`src/rtl/snek_vga_pkg.sv`:
```
// snek_vga_pkg: 640x480@60 timing shared by the snek generator and the receive-side decoder
package snek_vga_pkg;
    localparam int H_VISIBLE = 640;
    localparam int H_SYNC = 96;
    localparam int H_BP = 48;
    localparam int H_TOTAL = 800;
    localparam int V_VISIBLE = 480;
    localparam int V_SYNC = 2;
    localparam int V_BP = 33;
    localparam int V_TOTAL = 525;
    localparam logic SYNC_POL = 1'b0;
    localparam int LOCK_FRAMES = 2;
    localparam int H_ACT_START = H_SYNC + H_BP;
    localparam int V_ACT_START = V_SYNC + V_BP;
    typedef enum logic [1:0] {SEARCH, ACQUIRE, LOCKED} lock_state_e;
endpackage

```
`src/rtl/vga_edge_detect.sv`:
```
// vga_edge_detect: registers a sync input once and pulses on its transition into the asserted level
module vga_edge_detect #(
    parameter logic POL = 1'b0
) (
    input  logic clk,
    input  logic rst,
    input  logic sync,
    output logic lead
);
    logic sync_r, sync_p;
    always_ff @(posedge clk) begin
        if (!rst) begin
            sync_r <= POL;
            sync_p <= POL;
        end else begin
            sync_r <= sync;
            sync_p <= sync_r;
        end
    end
    assign lead = (sync_r == POL) && (sync_p != POL);
endmodule

```
`src/rtl/vga_sync_decoder.sv`:
```
// vga_sync_decoder: checks an hsync/vsync/rgb stream against its timing, locks, and recovers x/y/de plus a pixel probe
module vga_sync_decoder #(
    parameter int H_VISIBLE = snek_vga_pkg::H_VISIBLE,
    parameter int H_SYNC = snek_vga_pkg::H_SYNC,
    parameter int H_BP = snek_vga_pkg::H_BP,
    parameter int H_TOTAL = snek_vga_pkg::H_TOTAL,
    parameter int V_VISIBLE = snek_vga_pkg::V_VISIBLE,
    parameter int V_SYNC = snek_vga_pkg::V_SYNC,
    parameter int V_BP = snek_vga_pkg::V_BP,
    parameter int V_TOTAL = snek_vga_pkg::V_TOTAL,
    parameter logic SYNC_POL = snek_vga_pkg::SYNC_POL,
    parameter int LOCK_FRAMES = snek_vga_pkg::LOCK_FRAMES
) (
    input  logic       clk,
    input  logic       rst,
    input  logic       hsync,
    input  logic       vsync,
    input  logic [2:0] rgb,
    input  logic [9:0] probe_x,
    input  logic [9:0] probe_y,
    output logic [9:0] x,
    output logic [9:0] y,
    output logic       de,
    output logic [2:0] pix,
    output logic       frame_start,
    output logic       locked,
    output logic       err,
    output logic [2:0] probe_rgb,
    output logic       probe_valid
);
    import snek_vga_pkg::*;
    localparam logic [9:0] H_ACT = 10'(H_SYNC + H_BP);
    localparam logic [9:0] H_END = 10'(H_SYNC + H_BP + H_VISIBLE);
    localparam logic [9:0] H_LAST = 10'(H_TOTAL - 1);
    localparam logic [9:0] H_MAX = 10'(H_TOTAL);
    localparam logic [9:0] V_ACT = 10'(V_SYNC + V_BP);
    localparam logic [9:0] V_END = 10'(V_SYNC + V_BP + V_VISIBLE);
    localparam logic [9:0] V_LAST = 10'(V_TOTAL - 1);
    localparam logic [9:0] V_MAX = 10'(V_TOTAL);
    localparam int GW = $clog2(LOCK_FRAMES + 1);
    localparam logic [GW-1:0] G_LAST = GW'(LOCK_FRAMES - 1);

    logic h_lead, v_lead;
    logic [2:0] rgb_r, rgb_d;
    logic [9:0] hcnt, vcnt, px_s, py_s;
    logic vpend, h_chk, v_chk, fs_q, err_q;
    logic boundary, h_bad, v_bad, viol, vis, de_n, hit;
    lock_state_e state;
    logic [GW-1:0] good;

    vga_edge_detect #(.POL(SYNC_POL)) u_hsync (.clk(clk), .rst(rst), .sync(hsync), .lead(h_lead));
    vga_edge_detect #(.POL(SYNC_POL)) u_vsync (.clk(clk), .rst(rst), .sync(vsync), .lead(v_lead));

    // h_chk/v_chk stay low until the first edge after reset or a violation, so that edge is never judged
    always_comb begin
        boundary = h_lead && (vpend || v_lead);
        h_bad = h_lead ? h_chk && hcnt != H_LAST : hcnt == H_LAST;
        v_bad = boundary ? v_chk && vcnt != V_LAST : h_lead && vcnt == V_LAST;
        viol = h_bad || v_bad;
        vis = hcnt >= H_ACT && hcnt < H_END && vcnt >= V_ACT && vcnt < V_END;
        de_n = vis && state == LOCKED && !err_q;
        hit = de && x == px_s && y == py_s;
    end

    always_ff @(posedge clk) begin
        if (!rst) begin
            rgb_r <= '0;
            rgb_d <= '0;
            hcnt <= '0;
            vcnt <= '0;
            vpend <= 1'b0;
            h_chk <= 1'b0;
            v_chk <= 1'b0;
            fs_q <= 1'b0;
            err_q <= 1'b0;
        end else begin
            rgb_r <= rgb;
            rgb_d <= rgb_r;
            hcnt <= h_lead ? '0 : hcnt == H_MAX ? hcnt : hcnt + 10'd1;
            vcnt <= boundary ? '0 : h_lead && vcnt != V_MAX ? vcnt + 10'd1 : vcnt;
            vpend <= !boundary && (vpend || v_lead);
            h_chk <= !viol && (h_chk || h_lead);
            v_chk <= !viol && (v_chk || boundary);
            fs_q <= boundary;
            err_q <= viol;
        end
    end

    always_ff @(posedge clk) begin
        if (!rst) begin
            x <= '0;
            y <= '0;
            de <= 1'b0;
            pix <= '0;
            frame_start <= 1'b0;
            err <= 1'b0;
        end else begin
            de <= de_n;
            x <= de_n ? hcnt - H_ACT : '0;
            y <= de_n ? vcnt - V_ACT : '0;
            pix <= de_n ? rgb_d : '0;
            frame_start <= fs_q;
            err <= err_q;
        end
    end

    always_ff @(posedge clk) begin
        if (!rst || err_q) begin
            state <= SEARCH;
            good <= '0;
            locked <= 1'b0;
        end else if (fs_q) begin
            case (state)
                SEARCH: begin
                    state <= ACQUIRE;
                    good <= '0;
                end
                ACQUIRE: begin
                    good <= good + 1'b1;
                    state <= good == G_LAST ? LOCKED : ACQUIRE;
                    locked <= good == G_LAST;
                end
                default: ;
            endcase
        end
    end

    always_ff @(posedge clk) begin
        if (!rst) begin
            px_s <= '0;
            py_s <= '0;
            probe_rgb <= '0;
            probe_valid <= 1'b0;
        end else begin
            px_s <= fs_q ? probe_x : px_s;
            py_s <= fs_q ? probe_y : py_s;
            probe_rgb <= hit ? pix : probe_rgb;
            probe_valid <= hit;
        end
    end
endmodule

```
`config.mk`:
```
export PLATFORM = sky130hd
export DESIGN_NAME = vga_sync_decoder
export DESIGN_NICKNAME = d
export VERILOG_FILES = /design/src/rtl/snek_vga_pkg.sv /design/src/rtl/vga_edge_detect.sv /design/src/rtl/vga_sync_decoder.sv
export SDC_FILE = /design/constraint.sdc
export NUM_CORES = 1
export LEC_CHECK = 0
export ABC_AREA = 1
export CAP_MARGIN = 10
export CORE_MARGIN = 5
export CORE_UTILIZATION = 35
export CTS_CLUSTER_DIAMETER = 80
export DETAILED_ROUTE_END_ITERATION = 10
export HOLD_SLACK_MARGIN = 0.15
export PLACE_DENSITY = 0.6
export SLEW_MARGIN = 20
export SYNTH_ARGS = -nofsm -noshare
export SYNTH_HDL_FRONTEND = slang
export SYNTH_SLANG_ARGS = --single-unit
```
`constraint.sdc`:
```
create_clock -name clk -period 4 [get_ports clk]
set_input_delay 0.8 -clock clk [delete_from_list [all_inputs] [get_ports clk]]
set_output_delay 0.8 -clock clk [all_outputs]
set_load 0.01 [all_outputs]
```
==> flow_summary.ini <==
[critical_path]
critPathBufInv = 3
regToRegStartpoint = fs_q
startpoint_type = primary input
critPathKind = primary input to flip-flop
critPathMaxStageDelay_ps = 460
path_cells = clkdlybuf4s50_1 > buf_4 > inv_2 > nor2_2 > nand3_1 > nor3_2 > nand3_4 > nor2_1
reg2reg_to = good[1]
crit_family = buffers and inverters
path_max_fanout = 38
required_ps = 4260
rrSetupSlack_ps = 2190
arrival_ps = 2710
reg2regPathDepth = 7
endpoint_kind = flip-flop
slowest_stage = clkdlybuf4s50_1

[synthesis]
synth.cell_area_mm2 = 0.00396
syn-num-nets = 592
yosysTopAreaCellShare = 0.455
synth-seq-cells = 90
synth.avg_cell_area_um2 = 7.14
netlist_instances = 555
ys_warn_count = 0
yosys.cell_types.count = 34
synth_top_area_cell = dfxtp_1
yosysSeqAreaShare = 0.455
synth_area_leaders = dfxtp_1 45%, nand2_1 12%, inv_1 9.5%

[clocking]
clk_pin_slew_ps = 60
cts_max_level = 3
ctsResizeCount = 0
clk_latency_ps = 340
ctsRootBufferMaster = clkbuf_16
postCtsSetupBuffers = 0
numClockSinks = 90
cts_hold_buf = 0
cts_tree = yes
cts_buffers = 9
clockBufferDepth = 2

[timing]
min_period_over_period = 0.612
hold_ws_ps = 414
slew_viol_final = 0
relSlewSlack = 0.330
fin_skew_ps = 6.13
fmaxAchievable_ghz = 0.409
hold_violations = 0
period_minus_slack_ps = 2450
setup_viol_count_final = 0
rsz0062_at_grt = false
setup_tns_ps = 0
worst_pin_slew_ps = 1000

[power]
ir_worst_vdd_mv = 0.155
p_per_area_mw_per_mm2 = 381
finalPower_mw = 1.88
power_frac_clock = 0.471
leakagePower_nw = 2.15
internal_power_mw = 1.49
switching_share = 0.208
comb_power_share = 0.042
sequentialPowerShare = 0.488
power.switching_mw = 0.390

[worst_hold_path]
hp-start = rgb_r[0]
holdPathEnd = rgb_d[0]
hold_depth = 2
hp-class = flip-flop to flip-flop

[floorplan]
coreArea_mm2 = 0.0110
start_util = 0.361
die_h_um = 116
die_w_um = 116
io_pins = 58
die-area_mm2 = 0.0135
num_rows = 38

[detailed_routing]
post-route-drc-count = 0
wirelength_um = 9510
routed-via-count = 3416
antenna_left = 0
dr.pass1.iters = 4
vias_per_cell = 4.54
detail_route.wl_per_cell_um = 12.6
drtIter0Drc = 246

[finish]
syn_to_final_growth_pct = 24.5
final_cells = 752
diodes = 0
nFillCells = 1149
layout.nets = 645
layout-drive-gt1-share = 0.0605
post-route-util = 0.449

[global_route]
grt_max_degree = 39
first_global_vias = 3271
grt_usage = 0.149
overflow = 0
grt_pass1_wl_um = 15700
antenna_found_initial = 0

[flow_run]
cap_viol_max_count = 0

[placed_design]
dp.final_hpwl_um = 7180
placed_cells = 737
port_buffers = 57
globalplace.congestion = 0.848

[status]
status = finished, final reports clean
[tightest hold or removal path, stage by stage (launching register included)]
cell and delay, ps:
dfxtp_1 300, nand2_1 40, inv_1 40
[area by class of cell]
| class | count | area [um2] | area share |
|---|---|---|---|
| Multi-Input combinational cell | 347 | 1690 | 0.342 |
| Clock inverter | 5 | 80.1 | 0.0162 |
| Inverter | 102 | 383 | 0.0776 |
| Clock buffer | 10 | 229 | 0.0464 |
| Tap cell | 140 | 175 | 0.0355 |
| Timing Repair Buffer | 58 | 578 | 0.117 |
| Sequential cell | 90 | 1800 | 0.365 |
[power groups by stage]
stage               Sequential [mW]  Clock, mW  Combinational [mW]
finish                        0.916      0.884              0.0785
global route                  0.917      0.946              0.0887
CTS                           0.916      0.905              0.0787
detailed placement            0.936          0              0.0776
global placement              0.935          0              0.0780
floorplan                     0.934          0              0.0411
[placed cells by master (no fill, tap or decap), types with 2 or more instances in the layout]
cell type,n
nand2_1,122
inv_1,100
dfxtp_1,90
nor2_1,81
clkdlybuf4s50_1,57
a21oi_1,37
o21ai_0,28
nand3_1,19
xor2_1,10
nor2_2,10
ha_1,10
clkbuf_16,9
nand4_1,4
or2_2,3
nor3_1,3
nor3_2,2
inv_2,2
nor3b_1,2
nand2_2,2
a211oi_1,2
o31ai_1,2
clkinvlp_4,2
bufinv_16,2
[Yosys cell counts]
library cell	count
nor2_4	1
nand4_1	4
buf_6	2
a21oi_1	37
clkbuf_1	8
nor2_2	10
nand3b_1	1
buf_4	3
nor3_2	2
o211a_1	1
inv_1	100
ha_1	10
xnor2_1	1
a2bb2oi_1	1
clkbuf_2	1
buf_2	2
nand3_2	1
nor2_1	81
o21ai_1	1
o31ai_1	2
o21bai_1	1
nor3_1	3
nand2_1	122
nand3_4	1
dfxtp_1	90
xor2_1	10
a211oi_1	2
o21ai_0	28
nor3b_1	2
a31oi_1	1
or2_2	3
nand3_1	19
inv_2	2
nand2_2	2
[routing by layer]
metal	GRT usage	share of wire	vias to the layer above
met2	0.242	0.44	73
li1	-	-	1792
met5	0	0	-
met4	0.0735	0.025	0
met3	0.0259	0.046	14
met1	0.192	0.48	1537
[sequential cells by signal (all words and copies together), names as in the netlist, 2 cells and up]
signal,count
vcnt,10
pix,3
hcnt,10
rgb_d,3
y,10
rgb_r,3
state,2
py_s,10
px_s,10
x,10
probe_rgb,3
good,2
[logic make-up (layout without fill, tap and decap cells)]
group | Yosys count | count (layout) | share of synthesized area
xor gates and xnor gates | 11 | 11 | 0.0243
adders and majority gates | 10 | 10 | 0.0316
buffers and inverters | 118 | 175 | 0.119
AOI/OAI and AO/OA | 74 | 74 | 0.0992
DFF | 90 | 90 | 0.455
and+or+nand+nor | 252 | 252 | 0.271
[stage by stage]
| stage | setup slack (ps) | instance area, um2 |
|---|---|---|
| 2_1_floorplan | 2340 | 3960 |
| 3_3_place_gp | 1280 | 4620 |
| 3_5_place_dp | 1200 | 4620 |
| 4_1_cts | 1550 | 4930 |
| 5_1_grt | 1300 | 4930 |
| 6_report | 1550 | 4930 |
[how the worst max path moves through the flow]
| stage | slack (ps) | from | cells after the start | endpoint |
|---|---|---|---|---|
| after floorplan | 2340 | rst | 7 | y[0] |
| after CTS | 1550 | rst | 8 | x[6] |
| after global placement | 1280 | rst | 8 | y[0] |
| after detailed placement | 1200 | rst | 8 | x[6] |
| after global routing | 1300 | rst | 8 | x[4] |
| final | 1550 | rst | 8 | x[6] |
Note: power is estimated with default switching activity, not from simulation.
